[config.mk]
export PLATFORM = sky130hd
export DESIGN_NAME = servo_pwm_engine_flat
export DESIGN_NICKNAME = d
export VERILOG_FILES = /design/src/rtl/servo_pwm_if.sv /design/src/rtl/servo_pwm_engine.sv /design/src/flat_wrapper.sv
export SDC_FILE = /design/constraint.sdc
export NUM_CORES = 1
export LEC_CHECK = 0
export CORE_ASPECT_RATIO = 0.9
export CORE_MARGIN = 1.5
export CORE_UTILIZATION = 50
export CTS_BUF_LIST = sky130_fd_sc_hd__clkbuf_4 sky130_fd_sc_hd__clkbuf_8 sky130_fd_sc_hd__clkbuf_16
export CTS_CLUSTER_DIAMETER = 80
export DETAILED_ROUTE_END_ITERATION = 16
export PLACE_DENSITY = 0.67
export SETUP_SLACK_MARGIN = 0.3
export SYNTH_ARGS = -nofsm -noshare
export SYNTH_HDL_FRONTEND = slang
export SYNTH_SLANG_ARGS = --single-unit
export TNS_END_PERCENT = 5
[constraint.sdc]
create_clock -name clk -period 7.5 [get_ports clk]
set_input_delay 1.5 -clock clk [delete_from_list [all_inputs] [get_ports clk]]
set_output_delay 1.5 -clock clk [all_outputs]
set_load 0.01 [all_outputs]
[src/rtl/servo_pwm_if.sv]
// Processor-side write/readback bus of the servo PWM peripheral.
// The master drives writes and read requests; the slave returns readback data.
interface servo_pwm_if;
  logic        wr_strobe;
  logic [4:0]  wr_sel;
  logic [31:0] d_in;
  logic        rd_req;
  logic [4:0]  rd_sel;
  logic [31:0] d_out;
  logic        rd_valid;

  modport master (
    output wr_strobe, wr_sel, d_in, rd_req, rd_sel,
    input  d_out, rd_valid
  );

  modport slave (
    input  wr_strobe, wr_sel, d_in, rd_req, rd_sel,
    output d_out, rd_valid
  );
endinterface

[src/rtl/servo_pwm_engine.sv]
// Eight-channel servo PWM engine with frame-boundary double buffering and readback.
// Optional macro SERVO_FRAME_CNT_EN adds a 16-bit frame counter readable at index 24.
module servo_pwm_engine #(
  parameter int PERIOD_CYCLES = 1000000
) (
  input  logic       clk,
  input  logic       rst,
  servo_pwm_if.slave bus,
  output logic [7:0] pwm,
  output logic [7:0] dir,
  output logic       frame_start
);

  localparam int CW = $clog2(PERIOD_CYCLES);
  localparam logic [CW-1:0] LAST = CW'(PERIOD_CYCLES - 1);

  logic [CW-1:0] cnt;
  logic [1:0]    e_q   [8];
  logic [31:0]   t_q   [8];
  logic [1:0]    d_q   [8];
  logic [1:0]    act_e [8];
  logic [31:0]   act_t [8];
  logic [31:0]   rd_data;
  logic [31:0]   status;
  logic          load;

  assign load = (cnt == LAST);

`ifdef SERVO_FRAME_CNT_EN
  logic [15:0] frame_cnt;

  always_ff @(posedge clk) begin
    if (!rst) begin
      frame_cnt <= '0;
    end else if (frame_start) begin
      frame_cnt <= frame_cnt + 16'd1;
    end
  end

  assign status = {16'h0, frame_cnt};
`else
  assign status = '0;
`endif

  // Readback sees the pending registers before any same-cycle write lands.
  always_comb begin
    rd_data = '0;
    for (int i = 0; i < 8; i++) begin
      if (bus.rd_sel == 5'(3 * i))     rd_data = {30'b0, e_q[i]};
      if (bus.rd_sel == 5'(3 * i + 1)) rd_data = t_q[i];
      if (bus.rd_sel == 5'(3 * i + 2)) rd_data = {30'b0, d_q[i]};
    end
    if (bus.rd_sel == 5'd24) rd_data = status;
  end

  always_ff @(posedge clk) begin
    if (!rst) begin
      cnt          <= '0;
      pwm          <= '0;
      dir          <= '0;
      frame_start  <= 1'b0;
      bus.d_out    <= '0;
      bus.rd_valid <= 1'b0;
      for (int i = 0; i < 8; i++) begin
        e_q[i]   <= '0;
        t_q[i]   <= '0;
        d_q[i]   <= '0;
        act_e[i] <= '0;
        act_t[i] <= '0;
      end
    end else begin
      cnt         <= load ? '0 : cnt + CW'(1);
      frame_start <= (cnt == '0);
      for (int i = 0; i < 8; i++) begin
        // Bit 1 of the enable field flips the polarity of an enabled channel.
        pwm[i] <= act_e[i][0] & ((32'(cnt) < act_t[i]) ^ act_e[i][1]);
        dir[i] <= d_q[i][0];
        if (load) begin
          act_e[i] <= e_q[i];
          act_t[i] <= t_q[i];
        end
        if (bus.wr_strobe) begin
          if (bus.wr_sel == 5'(3 * i))     e_q[i] <= bus.d_in[1:0];
          if (bus.wr_sel == 5'(3 * i + 1)) t_q[i] <= bus.d_in;
          if (bus.wr_sel == 5'(3 * i + 2)) d_q[i] <= bus.d_in[1:0];
        end
      end
      bus.rd_valid <= bus.rd_req;
      if (bus.rd_req) bus.d_out <= rd_data;
    end
  end

endmodule

[src/flat_wrapper.sv]
// flat-port wrapper written by rule: the top's interface ports become plain ports
module servo_pwm_engine_flat 
#(
  parameter int PERIOD_CYCLES = 1000000
)
  (clk, rst, pwm, dir, frame_start, bus_wr_strobe, bus_wr_sel, bus_d_in, bus_rd_req, bus_rd_sel, bus_d_out, bus_rd_valid);
  servo_pwm_if bus_i ();
  input  logic clk;
  input  logic rst;
  output logic [7:0] pwm;
  output logic [7:0] dir;
  output logic frame_start;
  input wire logic [$bits(bus_i.wr_strobe)-1:0] bus_wr_strobe;
  input wire logic [$bits(bus_i.wr_sel)-1:0] bus_wr_sel;
  input wire logic [$bits(bus_i.d_in)-1:0] bus_d_in;
  input wire logic [$bits(bus_i.rd_req)-1:0] bus_rd_req;
  input wire logic [$bits(bus_i.rd_sel)-1:0] bus_rd_sel;
  output wire logic [$bits(bus_i.d_out)-1:0] bus_d_out;
  output wire logic [$bits(bus_i.rd_valid)-1:0] bus_rd_valid;
  assign bus_i.wr_strobe = bus_wr_strobe;
  assign bus_i.wr_sel = bus_wr_sel;
  assign bus_i.d_in = bus_d_in;
  assign bus_i.rd_req = bus_rd_req;
  assign bus_i.rd_sel = bus_rd_sel;
  assign bus_d_out = bus_i.d_out;
  assign bus_rd_valid = bus_i.rd_valid;
  servo_pwm_engine #(.PERIOD_CYCLES(PERIOD_CYCLES)) u_core (.clk(clk), .rst(rst), .bus(bus_i), .pwm(pwm), .dir(dir), .frame_start(frame_start));
endmodule
# Word level (Yosys, flattened, before mapping)

Memory sizes are Yosys's and may differ from the RTL's.
Cells that the tools add are included.

Bitwise logic cells: 57
Mux-type cells: 165
Eq/ne operators: 48
Magnitude comparators: 8
Reduce and logical (&&, ||, !) cells: 4
Add/sub/neg operators: 1

Operators with widths:

| kind                                                            | number |
|---|---|
| 32-bit 2-to-1 mux                                               | 40 |
| 20-bit by 32-bit < comparator with 1-bit output                 | 8 |
| 1-bit 2-to-1 mux                                                | 100 |
| 5-bit == test, second input constant                            | 17 |
| 5-bit by 4-bit == test with 1-bit output, second input constant | 16 |
| 2-bit 2-to-1 mux                                                | 25 |
| 5-bit by 3-bit == test with 1-bit output, second input constant | 8 |
| 1-bit bitwise OR                                                | 40 |
| 20-bit by 1-bit adder with 20-bit output, second input constant | 1 |
| 20-bit == test, second input constant                           | 1 |
| 5-bit by 2-bit == test with 1-bit output, second input constant | 4 |
| 20-bit logical NOT                                              | 1 |
| 5-bit by 1-bit == test with 1-bit output, second input constant | 2 |
| 5-bit logical NOT                                               | 2 |
| 1-bit bitwise AND                                               | 8 |
| 1-bit bitwise XOR                                               | 8 |
| 2-bit OR reduction                                              | 1 |
| 1-bit inverter                                                  | 1 |

Word-level logic and storage cells: 294
Bits of input ports: 46
Register bits after elaboration: 70
Memories kept: 5
Memory bits (writable): 560

Memories:

| name         | depth | width | read ports | clocked after memory_dff | write ports | line                   | source |
|---|---|---|---|---|---|---|---|
| u_core.act_t | 8     | 32    | 8          | 0                        | 8           | servo_pwm_engine.sv:22 | `logic [31:0] act_t [8];` |
| u_core.t_q   | 8     | 32    | 8          | 0                        | 8           | servo_pwm_engine.sv:19 | `logic [31:0] t_q [8];` |
| u_core.act_e | 8     | 2     | 8          | 0                        | 8           | servo_pwm_engine.sv:21 | `logic [1:0] act_e [8];` |
| u_core.d_q   | 8     | 2     | 8          | 0                        | 8           | servo_pwm_engine.sv:20 | `logic [1:0] d_q [8];` |
| u_core.e_q   | 8     | 2     | 8          | 0                        | 8           | servo_pwm_engine.sv:18 | `logic [1:0] e_q [8];` |

# Longest topological paths before layout

Word-level depth: 26
Gate-level depth with buffers: 9
Mapped depth without buffers: 8

# Worst setup path after synthesis

OpenSTA, ideal clock, no wires.

Kind: input to register
From: input port rst
To: memory u_core.act_e[0][0], enable pin
Path buffers: 2
Data arrival time: 5006 ps
Slack: 1977 ps
Cell stages on the path: 3
Library setup time: 516 ps
Required time: 6984 ps
Cells stage by stage: clkbuf_1 > nand2b_1 > buf_2

RTL lines:

| element            | line                   | source |
|---|---|---|
| start: declaration | flat_wrapper.sv:9      | `input logic rst;` |
| end: declaration   | servo_pwm_engine.sv:21 |  |

==> summary.txt <==
Yosys
  – Sequential fraction of the synthesis area: 63.2%
  – Multiplexer area fraction after synthesis: 0.473%
  – Ys async rst share: 0%
  – Post-Synth XOR/XNOR Area: 0.516%
  – Post-synth EDFFs: 560
  – Simple-gate share of the synthesized area: approximately 15%
  – Synth Area in Adders: approximately 6.7%
  – YS warnings: 0
  – Netlist cell types: 66
  – Post-synthesis instance total: 2379
  – Main synth FF type: edfxtp_1
  – Largest family of logic cells by synthesized area: simple AND/OR/NAND/NOR gates
  – Syn_nets: 2579
  – Synth Area in Compound Gates: 9.40%
  – Yosys reg bits: 630
  – Syn avg cell area: ~12 sq um
  – Mapped cell area: 28800 sq um

Detailed routing
  – Post-route ant nets: 0
  – DR vias/cell: 6.10
  – M1 wire length: between 30 and 40 mm
  – Wire per inst: about 26 um
  – TritonRoute pass-1 iters: 6
  – Top sig layer: met5
  – Met3 WL post-DR: between 6 and 7 mm
  – Via Count: 19900
  – Total Wirelength: 84.0 mm
  – Met2 WL: 39.5 mm
  – DRT iter0 DRCs: 2529
  – Drt drc: 0

Worst setup path
  – Crit. End Element: flip-flop
  – Worst-path fanout max: 33
  – Delay-heaviest family, CP: simple AND/OR/NAND/NOR gates
  – Biggest cell delay along the critical path: 1.13 ns
  – Crit path cell chain: clkdlybuf4s50_1, nor4bb_1, nand3_2, nand2_2
  – Crit path max-delay cell type: nand2_2
  – Critical path arrival: 4.77 ns
  – Critical path startpoint category: input port
  – Critical path type: in2reg
  – Sum of buffers and inverters on the critical path: 1
  – Req. time, crit path: 7.72 ns

Power
  – Leak pwr: 13.0 nW
  – Clk pwr share: a little over two fifths
  – Comb pwr share: under 10%
  – Internal: 0.00606 W
  – Switching Share: 22.8%
  – Reg power frac: between 50% and 60%
  – Psw: 0.00179 W
  – Pwr dens: 240 nW/um^2
  – VDD IR-drop max: 0.169 mV

Placed design
  – DP Cell Count: between 3000 and 4000
  – IO Port Bufs: 95
  – GP Congestion: 0.943
  – Final HPWL DP: 53.7 mm

STA
  – RSZ-0062 raised after global routing: no
  – Final Cycle Share: 60.8%
  – Fin crit period: roughly 4.6 ns
  – Endpoints failing setup: 0
  – Least-Margin Pin Slew: 1.30 ns
  – Max-slew violations: 0
  – Rel. slew slack: 13.0%
  – Fin. Hold Viols: 0
  – Max Freq: 219 MHz
  – TNS Setup: 0 ns
  – Setup Skew: 0.0242 ns

Die
  – Die area: 59100 sq um
  – Row cnt: 83
  – Core ar.: approximately 57000 sq um
  – Initial Utilization: slightly above 50%
  – Ports: 96
  – Die H: 231 um
  – Die width: 256 um

CTS
  – Post-CTS Hold Fix Bufs: 0
  – # Post-CTS Setup Buffers: 0
  – Clk_lat worst skew: 0.62 ns
  – # resized after CTS: 0
  – # clock sinks: 630
  – Reg clk slew, reported paths: 0.06 ns
  – CTS max path bufs: 3
  – H-tree depth: 3
  – CTS buffer count: 68
  – CTS root buffer: clkbuf_16
  – TritonCTS clock tree: yes

Layout
  – P&R area growth vs syn: 13.5%
  – Layout cells sized above 1: under 10%
  – Final net count: around 2600
  – Cell Count, Final, Fillers Out: 3262
  – Ant diodes: 0

Job
  – Max Cap Viol: 0

Status
  – Status: complete, no violations

GRT
  – GRT Total Usage: between 20% and 30%
  – First-pass GRT wire length: 123 mm
  – Largest net degree at the start of global routing: roughly 200
  – GRT Residual Overflow: 0
  – Vias in the first global route: around 19000
  – Initial antenna violation count: 1

Worst hold path
  – Worst hold-check path type: reg2reg
## cells by family after synthesis
logic type      Yosys count
simple gates            857
flops                   630
compound gates          384
buf+inv                 325
fa+ha+maj               154
xor+xnor                 17
mux                      12
## path summary, 6_finish.rpt
kind	start	to	slack, ns	cells after the start
hold / removal	u_core.bus.d_out[18]$_SDFFE_PN0P_	u_core.bus.d_out[18]$_SDFFE_PN0P_	0.46	2
hold reg to reg	u_core.bus.d_out[18]$_SDFFE_PN0P_	u_core.bus.d_out[18]$_SDFFE_PN0P_	0.46	2
setup reg to reg	u_core.cnt[1]$_SDFF_PP0_	u_core.act_t[1][69]$_SDFFCE_PN0P_	3.62	5
setup / recovery	bus_wr_strobe	u_core.t_q[0][88]$_SDFFCE_PN0P_	2.94	4
## final cells by class
class                           instances  area [sq um]
Fill cell                            4660         24300
Sequential cell                       630         18200
Multi-Input combinational cell       1424          9400
Clock buffer                           94          1960
Timing Repair Buffer                  123          1220
Tap cell                              765           957
Inverter                              198           743
Clock inverter                         28           230
## cell usage in the layout, fill, tap and decap left out, drive strengths merged, types with 10 or more instances in the layout
cell / n
edfxtp: 560
a211oi: 10
clkdlybuf4s50: 94
a22o: 21
inv: 202
buf: 29
nand2: 126
nand4: 11
nor2: 283
nor2b: 14
xor2: 11
nor3: 22
nor4: 37
nand3: 39
o211a: 21
a21oi: 54
and2: 79
a221oi: 28
a22oi: 78
clkinv: 17
ha: 154
clkbuf: 94
o211ai: 15
dfxtp: 70
and3: 210
o21ai: 82
## sequential cells by signal, summed over array words and instances (netlist names)
signal               cells
u_core.bus.rd_valid      1
u_core.dir               8
u_core.e_q              16
u_core.act_t           256
u_core.act_e            16
u_core.d_q              16
u_core.bus.d_out        32
u_core.frame_start       1
u_core.cnt              20
u_core.t_q             256
u_core.pwm               8
## per-layer routing
metal  vias to the layer above  GRT usage (%)
met5                         -              0
met4                         2           9.19
met3                       159           4.71
met2                       910           45.7
met1                      9955           39.6
li1                       8874              -
## power groups by stage
stage | Sequential (W) | Clock, W | Combinational [W]
5_1_grt | 0.00411 | 0.00346 | 0.000487
3_3_place_gp | 0.00417 | 0 | 0.000436
4_1_cts | 0.00410 | 0.00333 | 0.000448
3_5_place_dp | 0.00417 | 0 | 0.000446
6_report | 0.00410 | 0.00330 | 0.000448
2_1_floorplan | 0.00414 | 0 | 0.000249
## per-stage QoR
step                instance area [sq um]  setup slack (ns)  util, %  power [W]  hold slack, ns
finish                              32700              2.94     57.4    0.00785           0.460
global placement                    30500              2.41     53.6    0.00460           0.450
detailed placement                  30500              2.40     53.6    0.00462           0.455
global route                        32700              2.80     57.4    0.00806           0.483
CTS                                 32700              3.02     57.4    0.00787           0.463
floorplan                           28800              1.98        -    0.00438           0.442
## synthesized netlist by cell type, types with 28 or more instances
cell | number | share of area, %
edfxtp_1 | 560 | 58
buf_2 | 42 | 0.73
nor4_1 | 34 | 0.74
and2_1 | 79 | 1.7
nor2_1 | 279 | 3.6
and3_1 | 210 | 4.6
a21oi_1 | 54 | 0.94
a22oi_1 | 78 | 2.0
clkbuf_1 | 73 | 0.95
ha_1 | 154 | 6.7
nand2_1 | 126 | 1.6
nand3_1 | 38 | 0.66
a221oi_1 | 28 | 0.85
inv_1 | 197 | 2.6
o21ai_0 | 63 | 1.1
dfxtp_1 | 70 | 4.9
## worst reg2reg max path, cell delays in order, from the launching register on
cell and delay [ns]:
dfxtp_1 0.75, ha_1 0.41, nand3_2 0.17, nor4_4 0.43
nand2b_4 0.93, buf_12 0.67
No activity file was read; power rests on OpenSTA's default activity.
